`config.mk`:
```
export PLATFORM = sky130hd
export DESIGN_NAME = pipeline_arbiter
export DESIGN_NICKNAME = d
export VERILOG_FILES = /design/src/rtl/pipeline_arbiter_pkg.sv /design/src/rtl/pipeline_arbiter_tag_shift.sv /design/src/rtl/pipeline_arbiter.sv
export SDC_FILE = /design/constraint.sdc
export NUM_CORES = 1
export LEC_CHECK = 0
export ABC_AREA = 1
export CORE_MARGIN = 3
export CORE_UTILIZATION = 40
export CTS_BUF_LIST = sky130_fd_sc_hd__clkbuf_8 sky130_fd_sc_hd__clkbuf_16
export CTS_CLUSTER_SIZE = 28
export DETAILED_ROUTE_END_ITERATION = 8
export PLACE_DENSITY_LB_ADDON = 0.05
export SLEW_MARGIN = 20
export SYNTH_ARGS = -nofsm -noshare
export SYNTH_HDL_FRONTEND = slang
export SYNTH_SLANG_ARGS = --single-unit
```
`constraint.sdc`:
```
create_clock -name clock -period 2.2 [get_ports clock]
set_input_delay 0.66 -clock clock [delete_from_list [all_inputs] [get_ports clock]]
set_output_delay 0.66 -clock clock [all_outputs]
set_load 0.01 [all_outputs]
```
`src/rtl/pipeline_arbiter_pkg.sv`:
```
// Shared widths and operand packing for the two-requester pipelined-datapath arbiter.
package pipeline_arbiter_pkg;

    localparam int OP_W         = 3;
    localparam int RES_W        = 8;
    localparam int OPS_W        = 4 * OP_W;
    localparam int OP_A_LSB     = 9;
    localparam int OP_B_LSB     = 6;
    localparam int OP_C_LSB     = 3;
    localparam int OP_D_LSB     = 0;
    localparam int PIPE_LAT_DEF = 2;
    localparam int CNT_W        = 4;

    function automatic logic [OP_W-1:0] op_field(input logic [OPS_W-1:0] ops, input int lsb);
        return ops[lsb +: OP_W];
    endfunction

endpackage

```
`src/rtl/pipeline_arbiter_tag_shift.sv`:
```
// Valid/id delay line that follows each issued operation through the shared datapath.
module tag_shift #(
    parameter int DEPTH = 3,
    parameter int ID_W  = 1
) (
    input  logic            clock_i,
    input  logic            reset_i,
    input  logic            vld_i,
    input  logic [ID_W-1:0] id_i,
    output logic            vld_o,
    output logic [ID_W-1:0] id_o
);

    logic [DEPTH-1:0]           vld_q, vld_d;
    logic [DEPTH-1:0][ID_W-1:0] id_q, id_d;

    always_comb begin
        vld_d = {vld_q[DEPTH-2:0], vld_i};
        id_d  = {id_q[DEPTH-2:0], id_i};
    end

    always_ff @(posedge clock_i) begin
        if (reset_i) begin
            vld_q <= '0;
            id_q  <= '0;
        end else begin
            vld_q <= vld_d;
            id_q  <= id_d;
        end
    end

    assign vld_o = vld_q[DEPTH-1];
    assign id_o  = id_q[DEPTH-1];

endmodule

```
`src/rtl/pipeline_arbiter.sv`:
```
// Round-robin arbiter feeding a fixed-latency shared datapath and routing results back by tag.
module pipeline_arbiter
    import pipeline_arbiter_pkg::*;
#(
    parameter int PIPE_LAT = PIPE_LAT_DEF
) (
    input  logic             clock,
    input  logic             reset,
    input  logic             req0_valid,
    input  logic [OPS_W-1:0] req0_ops,
    output logic             req0_ready,
    input  logic             req1_valid,
    input  logic [OPS_W-1:0] req1_ops,
    output logic             req1_ready,
    output logic [OP_W-1:0]  pipe_a,
    output logic [OP_W-1:0]  pipe_b,
    output logic [OP_W-1:0]  pipe_c,
    output logic [OP_W-1:0]  pipe_d,
    input  logic [RES_W-1:0] pipe_y,
    output logic             rsp0_valid,
    output logic [RES_W-1:0] rsp0_y,
    output logic             rsp1_valid,
    output logic [RES_W-1:0] rsp1_y,
    output logic [CNT_W-1:0] in_flight,
    output logic             idle
);

    logic             last_grant_q, last_grant_d;
    logic [OPS_W-1:0] ops_q, ops_d;
    logic             rsp0_valid_q, rsp0_valid_d, rsp1_valid_q, rsp1_valid_d;
    logic [RES_W-1:0] rsp0_y_q, rsp0_y_d, rsp1_y_q, rsp1_y_d;
    logic [CNT_W-1:0] in_flight_q, in_flight_d;
    logic             grant0, grant1, issue, rsp_any;
    logic             fin_vld;
    logic [0:0]       fin_id;

    // last_grant_q==1 means requester 1 was served last, so requester 0 wins a tie
    always_comb begin
        grant0 = !reset && req0_valid && (!req1_valid || last_grant_q);
        grant1 = !reset && req1_valid && (!req0_valid || !last_grant_q);
        issue  = grant0 || grant1;
        rsp_any = rsp0_valid_q || rsp1_valid_q;

        last_grant_d = issue ? grant1 : last_grant_q;
        ops_d        = grant1 ? req1_ops : (grant0 ? req0_ops : '0);

        rsp0_valid_d = fin_vld && (fin_id == 1'b0);
        rsp1_valid_d = fin_vld && (fin_id == 1'b1);
        rsp0_y_d     = rsp0_valid_d ? pipe_y : rsp0_y_q;
        rsp1_y_d     = rsp1_valid_d ? pipe_y : rsp1_y_q;

        in_flight_d = in_flight_q;
        if (issue && !rsp_any && in_flight_q != '1)
            in_flight_d = in_flight_q + CNT_W'(1);
        else if (!issue && rsp_any && in_flight_q != '0)
            in_flight_d = in_flight_q - CNT_W'(1);
    end

    tag_shift #(
        .DEPTH(PIPE_LAT + 1),
        .ID_W (1)
    ) u_tag_shift (
        .clock_i(clock),
        .reset_i(reset),
        .vld_i  (issue),
        .id_i   (grant1),
        .vld_o  (fin_vld),
        .id_o   (fin_id)
    );

    always_ff @(posedge clock) begin
        if (reset) begin
            last_grant_q <= 1'b1;
            ops_q        <= '0;
            rsp0_valid_q <= 1'b0;
            rsp1_valid_q <= 1'b0;
            rsp0_y_q     <= '0;
            rsp1_y_q     <= '0;
            in_flight_q  <= '0;
        end else begin
            last_grant_q <= last_grant_d;
            ops_q        <= ops_d;
            rsp0_valid_q <= rsp0_valid_d;
            rsp1_valid_q <= rsp1_valid_d;
            rsp0_y_q     <= rsp0_y_d;
            rsp1_y_q     <= rsp1_y_d;
            in_flight_q  <= in_flight_d;
        end
    end

    assign req0_ready = grant0;
    assign req1_ready = grant1;
    assign pipe_a     = op_field(ops_q, OP_A_LSB);
    assign pipe_b     = op_field(ops_q, OP_B_LSB);
    assign pipe_c     = op_field(ops_q, OP_C_LSB);
    assign pipe_d     = op_field(ops_q, OP_D_LSB);
    assign rsp0_valid = rsp0_valid_q;
    assign rsp1_valid = rsp1_valid_q;
    assign rsp0_y     = rsp0_y_q;
    assign rsp1_y     = rsp1_y_q;
    assign in_flight  = in_flight_q;
    assign idle       = (in_flight_q == '0) && !req0_valid && !req1_valid;

endmodule

```
==> results_dict.tcl <==
set metrics [dict create \
    grt_overflow_total 0 \
    worstHoldStart "u_tag_shift.id_d[2]" \
    finalWirelength_mm 3.32 \
    reg2reg_slack_ns 0.46 \
    yosysWarnings 0 \
    vias_per_cell 4.54 \
    synth_cell_type_count 24 \
    synth_top_area_share 0.536 \
    syn_nets 214 \
    start_util 0.435 \
    setup_tns_ns 0 \
    area_growth_pct 62.4 \
    tritoncts "yes" \
    numCtsBuffers 5 \
    synth_top_cell_by_area "dfxtp_1" \
    hold_end "u_tag_shift.id_o" \
    grt_max_degree 21 \
    clkSinkCount 41 \
    cp.arrival_ns 1.46 \
    status "finished clean" \
    post-route-cell-area_um2 2490 \
    synth_seq_cells 41 \
    die_w_um 67.9 \
    final_hold_viol_count 0 \
    crit_type "in2out" \
    drt-wirelength-per-cell_um 10.8 \
    clock_skew_ns 0.00872 \
    clk_latency_ns 0.29 \
    hold_depth 2 \
    synth_area_leaders "dfxtp_1 (54%), nor2_1 (12%), a22o_1 (6.9%), o21ai_0 (6.5%), inv_1 (3.4%)" \
    die_area_um2 4610 \
    r2r.worst_path.cells 9 \
    rows 21 \
    layout_common_cells "clkdlybuf4s50_1 (66), nor2_1 (48), dfxtp_1 (41)" \
    layout_commonest_cell "clkdlybuf4s50_1" \
    finalSetupViolCount 0 \
    yosysSeqAreaShare 0.536 \
    vdd_drop_max_uv 472 \
    crit-reg2reg-launch "in_flight[0]" \
    drive_gt1_frac 0.119 \
    diodes 0 \
    num_vias 1395 \
    power_leakage_uw 0.00106 \
    cap_violations 0 \
    drc_errors 0 \
    synth_cells 175 \
    start_kind "input port" \
    powerDensity_nw_per_um2 702 \
    antenna_found_initial 0 \
    crit_fanout 3 \
    worstPathRequired_ns 1.54 \
    r2r-end "in_flight[2]" \
    clkTransAtPathRegs_ns 0.07 \
    gp_congestion 0.814 \
    cts_max_level 2 \
    hold_class "reg2reg" \
    dp_hpwl_mm 2.53 \
    preCtsSetupSlack_ns -0.504 \
    drt_iter0_markers 57 \
    avgSynthCellArea_um2 8.76 \
    placed_area_um2 2360 \
    fin_crit_ns 2.12 \
    ctsLongestPathBuffers 2 \
    track_usage 0.157 \
    firstDrtPassIters 4 \
    grt_pass1_vias 1266 \
    layout_setup_ws_ns 0.0816 \
    fmax_ghz 0.472 \
    relSlewSlack 0.796 \
    postLayoutCoreUtil 0.707 \
    grt_pass1_wl_mm 5.36 \
    io_pins 73 \
    maxSlewViolCount 0 \
    drtAntennaViolNets 0 \
    cts_root_buffer "clkbuf_8" \
    io_buffers 72 \
    nets 299 \
    die_h_um 67.9 \
    tightest_slew_ns 0.306 \
    syn_area_um2 1530 \
    endpoint_kind "output pin" \
    coreArea_um2 3520 \
    period_share 0.963 \
]
## area by class of cell
cell class,count,area (um2)
multi-input combinational,113,628
sequential,41,821
fill,309,1030
clock buffer,6,82.6
timing repair buffer,83,801
inverter,16,65.1
clock inverter,2,33.8
tap,46,57.6
## synth_stat cells, drive strengths merged
library cell  number
a211oi             1
fa                 1
nor3               1
dfxtp             41
nand2             15
buf                5
inv               15
clkinv             1
a22o              12
o21ai             20
xnor2              1
a21oi              6
nor2              50
ha                 2
nand3              4
## logic make-up (layout without fill, tap and decap cells)
logic type      Yosys count  in the layout  share of synthesized area
buf+inv                  21            107                     0.0645
simple gates             70             70                      0.202
compound gates           39             39                      0.163
xor+xnor                  1              1                    0.00572
fa+ha+maj                 3              3                     0.0294
flops                    41             41                      0.536
## routing by layer
metal	track usage	wire length (um)	vias to the layer above
li1	-	-	738
met1	0.174	1430	592
met2	0.247	1440	61
met3	0.0952	413	4
met4	0.0596	44	0
met5	0	0	-
## where the power goes
part / internal, uW / switching (uW)
registers: 784 / 20.6
logic: 192 / 142
clock network: 365 / 245
## through the flow
step	total power (uW)	cells	hold slack, ns
after floorplan	965	175	0.388
after global placement	1150	299	0.394
after detailed placement	1150	299	0.397
after CTS	1760	307	0.400
after global routing	1850	307	0.403
final	1750	307	0.404
## flip-flops by register name, indices dropped and copies added (netlist names)
register,flops
rsp0_valid,1
ops_q,12
rsp1_valid,1
in_flight,4
rsp0_y,8
u_tag_shift.id_d,2
last_grant_q,1
u_tag_shift.vld_q,3
rsp1_y,8
u_tag_shift.id_o,1
## worst max-delay path by stage
stage,cells after the start,start,endpoint,slack (ns)
after floorplan,14,reset,in_flight[3],0.15
after CTS,4,req0_valid,req0_ready,0.06
final,5,reset,req0_ready,0.08
after detailed placement,4,req0_valid,req0_ready,-0.50
after global routing,15,reset,in_flight[3],-0.02
after global placement,4,req0_valid,req0_ready,-0.49
## critical path, cell delays in order
cell and delay, ns:
dlygate4sd2_1 0.28, inv_6 0.07, nand2_2 0.05, a21oi_2 0.13, clkdlybuf4s15_1 0.26
## what timing repair did
| action | in CTS | in global routing |
|---|---|---|
| gates resized for setup | 9 | 3 |
| pin swaps | 0 | 0 |
| setup endpoints to repair | 6 | 1 |
| gates cloned | 0 | 0 |
| hold endpoints to repair | 0 | 0 |
| setup buffers | 0 | 0 |
| hold buffers | 0 | 0 |
Power figures use the tool's default switching activity.
